**src/rtl/md5_pkg.sv**
```systemverilog
// ============================================================================
// md5_pkg : shared types, constants and message-index mapping for MD5 control
// Revision : 1.0
// ============================================================================
`default_nettype none

package md5_pkg;

  localparam int NUM_STEPS = 64;
  localparam int MSG_IDX_W = 4;

  typedef enum logic [2:0] {
    IDLE   = 3'd0,
    INIT   = 3'd1,
    ROUND  = 3'd2,
    OUTPUT = 3'd3,
    DONE   = 3'd4
  } state_e;

  typedef logic [1:0] round_t;

  // g depends only on j mod 16 within each round, so 4-bit arithmetic is exact
  function automatic logic [3:0] md5_msg_index(input logic [5:0] j);
    logic [3:0] j_lo;
    logic [3:0] g;
    j_lo = j[3:0];
    case (j[5:4])
      2'd0:    g = j_lo;
      2'd1:    g = (j_lo * 4'd5) + 4'd1;
      2'd2:    g = (j_lo * 4'd3) + 4'd5;
      default: g = j_lo * 4'd7;
    endcase
    return g;
  endfunction

endpackage

`default_nettype wire

```
**src/rtl/md5_round_controller_if.sv**
```systemverilog
// ============================================================================
// md5_round_controller_if : handshake and datapath-control bundle
// Revision : 1.0
// ============================================================================
`default_nettype none

interface md5_round_controller_if;
  import md5_pkg::*;

  logic                 start;
  logic                 msg_ready;
  logic [MSG_IDX_W-1:0] msg_idx;
  logic [5:0]           j;
  round_t               Fsel;
  logic [1:0]           Rsel;
  logic                 ld_a;
  logic                 ld_b;
  logic                 ld_c;
  logic                 ld_d;
  logic                 sel_a;
  logic                 sel_b;
  logic                 sel_c;
  logic                 sel_d;
  logic                 busy;
  logic                 hash_valid;
  logic [1:0]           hash_idx;
  logic                 done;

  modport master (
    output start, msg_ready,
    input  msg_idx, j, Fsel, Rsel,
    input  ld_a, ld_b, ld_c, ld_d,
    input  sel_a, sel_b, sel_c, sel_d,
    input  busy, hash_valid, hash_idx, done
  );

  modport slave (
    input  start, msg_ready,
    output msg_idx, j, Fsel, Rsel,
    output ld_a, ld_b, ld_c, ld_d,
    output sel_a, sel_b, sel_c, sel_d,
    output busy, hash_valid, hash_idx, done
  );

endinterface

`default_nettype wire

```
**src/rtl/md5_msg_index_gen.sv**
```systemverilog
// ============================================================================
// md5_msg_index_gen : combinational step index j -> message word index g
// Revision : 1.0
// ============================================================================
`default_nettype none

module md5_msg_index_gen
  import md5_pkg::*;
#(
  parameter int MSG_IDX_W = 4
) (
  input  logic [5:0]           j,
  output logic [MSG_IDX_W-1:0] g
);

  assign g = MSG_IDX_W'(md5_msg_index(j));

endmodule

`default_nettype wire

```
**src/rtl/md5_round_controller.sv**
```systemverilog
// ============================================================================
// md5_round_controller : sequences IV load, 64 MD5 steps and digest readout
// Revision : 1.0
// ============================================================================
`default_nettype none

module md5_round_controller
  import md5_pkg::*;
#(
  parameter int NUM_STEPS = md5_pkg::NUM_STEPS,
  parameter int MSG_IDX_W = md5_pkg::MSG_IDX_W
) (
  input  logic                   clk,
  input  logic                   rst,
  md5_round_controller_if.slave  bus
);

  localparam logic [5:0] LAST_STEP = 6'(NUM_STEPS - 1);

  state_e               state_q;
  state_e               state_d;
  logic [5:0]           j_q;
  logic [5:0]           j_d;
  logic [1:0]           k_q;
  logic [1:0]           k_d;

  logic                 ld_all;
  logic                 sel_all;
  round_t               fsel;
  logic [1:0]           rsel;
  logic                 busy;
  logic                 hash_valid;
  logic [1:0]           hash_idx;
  logic                 done;
  logic [MSG_IDX_W-1:0] msg_idx;

  always_ff @(posedge clk) begin
    if (rst) begin
      state_q <= IDLE;
      j_q     <= 6'd0;
      k_q     <= 2'd0;
    end else begin
      state_q <= state_d;
      j_q     <= j_d;
      k_q     <= k_d;
    end
  end

  // j saturates at the last step; only INIT brings it back to zero
  always_comb begin
    state_d = state_q;
    j_d     = j_q;
    k_d     = k_q;
    case (state_q)
      IDLE: begin
        if (bus.start) state_d = INIT;
      end
      INIT: begin
        j_d     = 6'd0;
        state_d = ROUND;
      end
      ROUND: begin
        if (bus.msg_ready) begin
          if (j_q == LAST_STEP) begin
            k_d     = 2'd0;
            state_d = OUTPUT;
          end else begin
            j_d = j_q + 6'd1;
          end
        end
      end
      OUTPUT: begin
        if (k_q == 2'd3) state_d = DONE;
        else             k_d     = k_q + 2'd1;
      end
      DONE: begin
        state_d = IDLE;
      end
      default: begin
        state_d = IDLE;
      end
    endcase
  end

  always_comb begin
    ld_all     = 1'b0;
    sel_all    = 1'b0;
    fsel       = 2'd0;
    rsel       = 2'd0;
    busy       = 1'b0;
    hash_valid = 1'b0;
    hash_idx   = 2'd0;
    done       = 1'b0;
    case (state_q)
      INIT: begin
        ld_all  = 1'b1;
        sel_all = 1'b1;
        busy    = 1'b1;
      end
      ROUND: begin
        ld_all = bus.msg_ready;
        fsel   = j_q[5:4];
        busy   = 1'b1;
      end
      OUTPUT: begin
        busy       = 1'b1;
        hash_valid = 1'b1;
        hash_idx   = k_q;
        rsel       = ~k_q;
      end
      DONE: begin
        done = 1'b1;
      end
      default: begin
        ld_all = 1'b0;
      end
    endcase
  end

  md5_msg_index_gen #(
    .MSG_IDX_W (MSG_IDX_W)
  ) u_msg_index_gen (
    .j (j_q),
    .g (msg_idx)
  );

  assign bus.msg_idx    = msg_idx;
  assign bus.j          = j_q;
  assign bus.Fsel       = fsel;
  assign bus.Rsel       = rsel;
  assign bus.ld_a       = ld_all;
  assign bus.ld_b       = ld_all;
  assign bus.ld_c       = ld_all;
  assign bus.ld_d       = ld_all;
  assign bus.sel_a      = sel_all;
  assign bus.sel_b      = sel_all;
  assign bus.sel_c      = sel_all;
  assign bus.sel_d      = sel_all;
  assign bus.busy       = busy;
  assign bus.hash_valid = hash_valid;
  assign bus.hash_idx   = hash_idx;
  assign bus.done       = done;

endmodule

`default_nettype wire

```
**src/flat_wrapper.sv**
```systemverilog
// flat-port wrapper written by rule: the top's interface ports become plain ports
module md5_round_controller_flat import md5_pkg::*;
#(
  parameter int NUM_STEPS = md5_pkg::NUM_STEPS,
  parameter int MSG_IDX_W = md5_pkg::MSG_IDX_W
)
  (clk, rst, bus_start, bus_msg_ready, bus_msg_idx, bus_j, bus_Fsel, bus_Rsel, bus_ld_a, bus_ld_b, bus_ld_c, bus_ld_d, bus_sel_a, bus_sel_b, bus_sel_c, bus_sel_d, bus_busy, bus_hash_valid, bus_hash_idx, bus_done);
  md5_round_controller_if bus_i ();
  input  logic clk;
  input  logic rst;
  input wire logic [$bits(bus_i.start)-1:0] bus_start;
  input wire logic [$bits(bus_i.msg_ready)-1:0] bus_msg_ready;
  output wire logic [$bits(bus_i.msg_idx)-1:0] bus_msg_idx;
  output wire logic [$bits(bus_i.j)-1:0] bus_j;
  output wire logic [$bits(bus_i.Fsel)-1:0] bus_Fsel;
  output wire logic [$bits(bus_i.Rsel)-1:0] bus_Rsel;
  output wire logic [$bits(bus_i.ld_a)-1:0] bus_ld_a;
  output wire logic [$bits(bus_i.ld_b)-1:0] bus_ld_b;
  output wire logic [$bits(bus_i.ld_c)-1:0] bus_ld_c;
  output wire logic [$bits(bus_i.ld_d)-1:0] bus_ld_d;
  output wire logic [$bits(bus_i.sel_a)-1:0] bus_sel_a;
  output wire logic [$bits(bus_i.sel_b)-1:0] bus_sel_b;
  output wire logic [$bits(bus_i.sel_c)-1:0] bus_sel_c;
  output wire logic [$bits(bus_i.sel_d)-1:0] bus_sel_d;
  output wire logic [$bits(bus_i.busy)-1:0] bus_busy;
  output wire logic [$bits(bus_i.hash_valid)-1:0] bus_hash_valid;
  output wire logic [$bits(bus_i.hash_idx)-1:0] bus_hash_idx;
  output wire logic [$bits(bus_i.done)-1:0] bus_done;
  assign bus_i.start = bus_start;
  assign bus_i.msg_ready = bus_msg_ready;
  assign bus_msg_idx = bus_i.msg_idx;
  assign bus_j = bus_i.j;
  assign bus_Fsel = bus_i.Fsel;
  assign bus_Rsel = bus_i.Rsel;
  assign bus_ld_a = bus_i.ld_a;
  assign bus_ld_b = bus_i.ld_b;
  assign bus_ld_c = bus_i.ld_c;
  assign bus_ld_d = bus_i.ld_d;
  assign bus_sel_a = bus_i.sel_a;
  assign bus_sel_b = bus_i.sel_b;
  assign bus_sel_c = bus_i.sel_c;
  assign bus_sel_d = bus_i.sel_d;
  assign bus_busy = bus_i.busy;
  assign bus_hash_valid = bus_i.hash_valid;
  assign bus_hash_idx = bus_i.hash_idx;
  assign bus_done = bus_i.done;
  md5_round_controller #(.NUM_STEPS(NUM_STEPS), .MSG_IDX_W(MSG_IDX_W)) u_core (.clk(clk), .rst(rst), .bus(bus_i));
endmodule
```
**config.mk**
```make
export PLATFORM = sky130hd
export DESIGN_NAME = md5_round_controller_flat
export DESIGN_NICKNAME = d
export VERILOG_FILES = /design/src/rtl/md5_pkg.sv /design/src/rtl/md5_round_controller_if.sv /design/src/rtl/md5_msg_index_gen.sv /design/src/rtl/md5_round_controller.sv /design/src/flat_wrapper.sv
export SDC_FILE = /design/constraint.sdc
export NUM_CORES = 1
export LEC_CHECK = 0
export ABC_AREA = 1
export CORE_UTILIZATION = 40
export CTS_CLUSTER_DIAMETER = 200
export DETAILED_ROUTE_END_ITERATION = 7
export HOLD_SLACK_MARGIN = 0.1
export PLACE_DENSITY = 0.7
export SLEW_MARGIN = 20
export SYNTH_ARGS = -nofsm -noshare
export SYNTH_HDL_FRONTEND = slang
export SYNTH_SLANG_ARGS = --single-unit
```
**constraint.sdc**
```tcl
create_clock -name clk -period 2 [get_ports clk]
set_input_delay 0.4 -clock clk [delete_from_list [all_inputs] [get_ports clk]]
set_output_delay 0.4 -clock clk [all_outputs]
set_load 0.01 [all_outputs]
```
==> results.md <==
- Status: finished with violations
- Failing checks: negative setup slack
- Post-DP HPWL: ~2200 microns
- Final Hold Viols: 0
- Sw Pwr: between 700 and 800 uW
- Grt ovf: 0
- H-tree Lvls: 1
- Post-route ant nets: 0
- Switch share: 0.455
- Rows: 18
- Pins Over Slew Limit: 0
- Final #Nets: approximately 230
- CP Data Required Time: 1.60 ns
- Slew HR: 0.750
- Post-Syn Instances: around 170
- Initial Utilization: 0.436
- CTS tree: built
- Die H: around 55 microns
- Mapped Area: roughly 0.0011 sq mm
- Port Buf Inserts: 30
- Net count after synthesis: ~180
- Antenna Cells: 0
- Sink Count: 11
- Distinct cells, synth: 27
- Largest cells by area after synthesis: dfxtp_1 (20%), ha_1 (11%), nand2_1 (9.8%), nor2_1 (6.8%), inv_1 (6.4%)
- Primary FF master, synth: dfxtp_1
- Clock skew after layout: roughly 0.0093 ns
- CP Class: flip-flop to output pin
- Yosys top cell by area: dfxtp_1
- Antenna violations before repair: 0
- Synth top cells by count: nand2_1 (29), nor2_1 (20), inv_1 (19)
- Comb pwr share: 0.701
- Syn. warnings: 0
- Crit-path max FO: 2
- Cell Pwr Density: slightly above 1000 mW/mm^2
- Number of cells on the critical path: 9
- Hold Startpoint: u_core.k_q[1]$_SDFFE_PP0P_
- First-pass GRT wire length: 4820 microns
- R2R cell count: 9
- Leakage: approximately 0.84 nW
- Max Clock Freq: between 0.4 and 0.5 GHz
- Endpoint class of the critical path: output pin
- Die X: between 50 and 60 microns
- Largest net degree at the start of global routing: 11
- GP Congestion: 0.838
- DRC: 0
- Critical path's top delay family: adder cells
- IO Pins: 31
- # fillers: 233
- # setup viols final: 2
- Vias: between 1000 and 1500
- Ys async rst share: 0
- Max stage delay on crit path: 0.58 ns
- Post-synthesis sequential area ratio: 0.199
- Layout cells sized above 1: 0.314
- Slew @ Worst Pin: about 0.37 ns
- Sequential share of power: 0.205
- Slowest-stage cell, CP: fa_1
- Root Driver: clkbuf_4
- Core area: ~0.0025 sq mm
- Buf/Inv on CP: 3
- Max Cap Violations: 0
- Most used cell, CP: nand3_1
- Detailed Routing Iterations Pass 1: 4
- Num CTS Buffers: 3
- Crit path from: u_core.bus.j[2]$_SDFFE_PP0P_
- Peak supply drop: 0.000725 V
- CP startpoint kind: flip-flop
- Via-to-Cell Ratio: between 4 and 5
- Hold crit path type: flip-flop to flip-flop
- CTS clock-pin slew for the worst setup and hold paths: 0.08 ns
- Clock latency on the worst-skew pair: between 0.2 and 0.3 ns
- Wire per inst: 12.1 microns
- Final setup margin: -0.272 ns
- Number of flops mapped to enable cells by yosys: 0
- Min-Delay Path Depth: 2
- Register area: 233 sq um
- Critical Path AT: roughly 1.9 ns
- Clk pwr share: 0.094
- 1st-iter DRT viols: 22
- GRT Overall Usage: 0.226
- Multi-input gate area: between 800 and 900 sq um
- Yosys top cell area share: 0.199
- CTS Hold Buffers Added: 0
- WL final: about 2900 microns
- Fin crit share: 1.14
- Final Critical Period: around 2.3 ns
- RR Startpoint: u_core.bus.j[1]$_SDFFE_PP0P_
- RSZ-0062 raised after global routing: yes
- Total power: 1.71 mW
- Synth Register Bits: 11
- Clk buf depth: 2
- Worst slack, placed: -0.386 ns
- Count leader, synth: nand2_1
- Vias in the first global route: approximately 1100
- Area delta synth->final: 48.8%
- Syn avg cell area: around 6.7 sq um
- Int Power: ~930 uW
- Die area: 0.00299 sq mm
- Cell Chain, Critical Path: inv_4 -> fa_1 -> inv_2 -> nand2_2 -> xor2_1 -> nand2_1 -> nand3_1 -> nand3_1 -> buf_2
[worst register-to-register path, stage by stage, from the launching register on]
cell and delay (ns):
dfxtp_4 0.36, buf_4 0.14, ha_1 0.17, buf_4 0.13, nand2_1 0.09, nor2_2 0.12, nand2_2 0.13, nand2_4 0.14
nand2_1 0.06, a21oi_1 0.18
[through the flow]
stage	setup TNS (ns)	hold WS, ns	std cells	area, sq um	utilization
detailed placement	-0.809	0.494	234	1540	0.607
finish	-0.389	0.517	240	1650	0.648
CTS	-0.346	0.503	239	1600	0.627
global placement	-0.694	0.481	234	1540	0.607
floorplan	0	0.458	166	1130	-
global route	-0.583	0.537	240	1650	0.648
[flip-flops by register name (all words and copies together) (netlist names)]
signal,count
u_core.state_q,3
u_core.k_q,2
u_core.bus.j,6
[cell usage in the layout (no fill, tap or decap), types with 2 or more instances in the layout]
| cell | n |
|---|---|
| xor2_1 | 8 |
| ha_4 | 2 |
| nand2_2 | 8 |
| dfxtp_1 | 5 |
| buf_4 | 19 |
| a21oi_1 | 10 |
| nor2_2 | 3 |
| clkbuf_4 | 3 |
| dlymetal6s2s_1 | 5 |
| nand4_1 | 5 |
| ha_2 | 2 |
| inv_4 | 2 |
| clkdlybuf4s50_1 | 15 |
| inv_2 | 8 |
| xnor2_1 | 4 |
| ha_1 | 6 |
| dlygate4sd2_1 | 7 |
| dfxtp_4 | 2 |
| nand2_1 | 27 |
| nor3_1 | 3 |
| buf_2 | 3 |
| nand3_2 | 3 |
| nand3_1 | 11 |
| dfxtp_2 | 4 |
| nor2_1 | 18 |
| inv_1 | 14 |
[final timing paths]
path	endpoint	slack [ns]
max reg2reg	u_core.bus.j[0]$_SDFFE_PP0P_	0.40
min reg2reg	u_core.k_q[1]$_SDFFE_PP0P_	0.52
max	bus_msg_idx[3]	-0.27
min	u_core.k_q[1]$_SDFFE_PP0P_	0.52
[power groups by stage]
stage                     Combinational [mW]  Clock [mW]  Sequential (mW)
after global routing                    1.33       0.174            0.359
after global placement                  1.13           0            0.329
final                                   1.20       0.160            0.350
after detailed placement                1.15           0            0.333
after floorplan                        0.706           0            0.345
after CTS                               1.16       0.164            0.337
[routing by layer]
layer  track usage  vias to the layer above  share of wire
li1              -                      609              -
met1         0.263                      541           0.43
met2         0.386                       26           0.51
met3        0.0639                        5          0.051
met4        0.0897                        0          0.010
met5             0                        -              0
[area by class of cell]
cell class / count / share of cell area
Inverter: 24 / 0.0577
Sequential cell: 11 / 0.141
Timing Repair Buffer: 50 / 0.274
Tap cell: 30 / 0.0228
Clock buffer: 4 / 0.0159
Multi-Input combinational cell: 121 / 0.489
[cell families (layout without fill, tap and decap cells)]
family | count (synthesis) | count (layout) | share of synthesized area
flops | 11 | 11 | 0.199
xor+xnor | 13 | 13 | 0.103
buf+inv | 34 | 78 | 0.143
fa+ha+maj | 11 | 11 | 0.131
compound gates | 14 | 14 | 0.0677
simple gates | 83 | 83 | 0.357
[repair_timing]
| item | CTS | global route |
|---|---|---|
| buffers inserted | 1 | 2 |
| gates resized for setup | 29 | 17 |
| setup endpoints to repair | 13 | 13 |
| pin swaps | 6 | 8 |
Note: power is estimated with default switching activity, not from simulation.
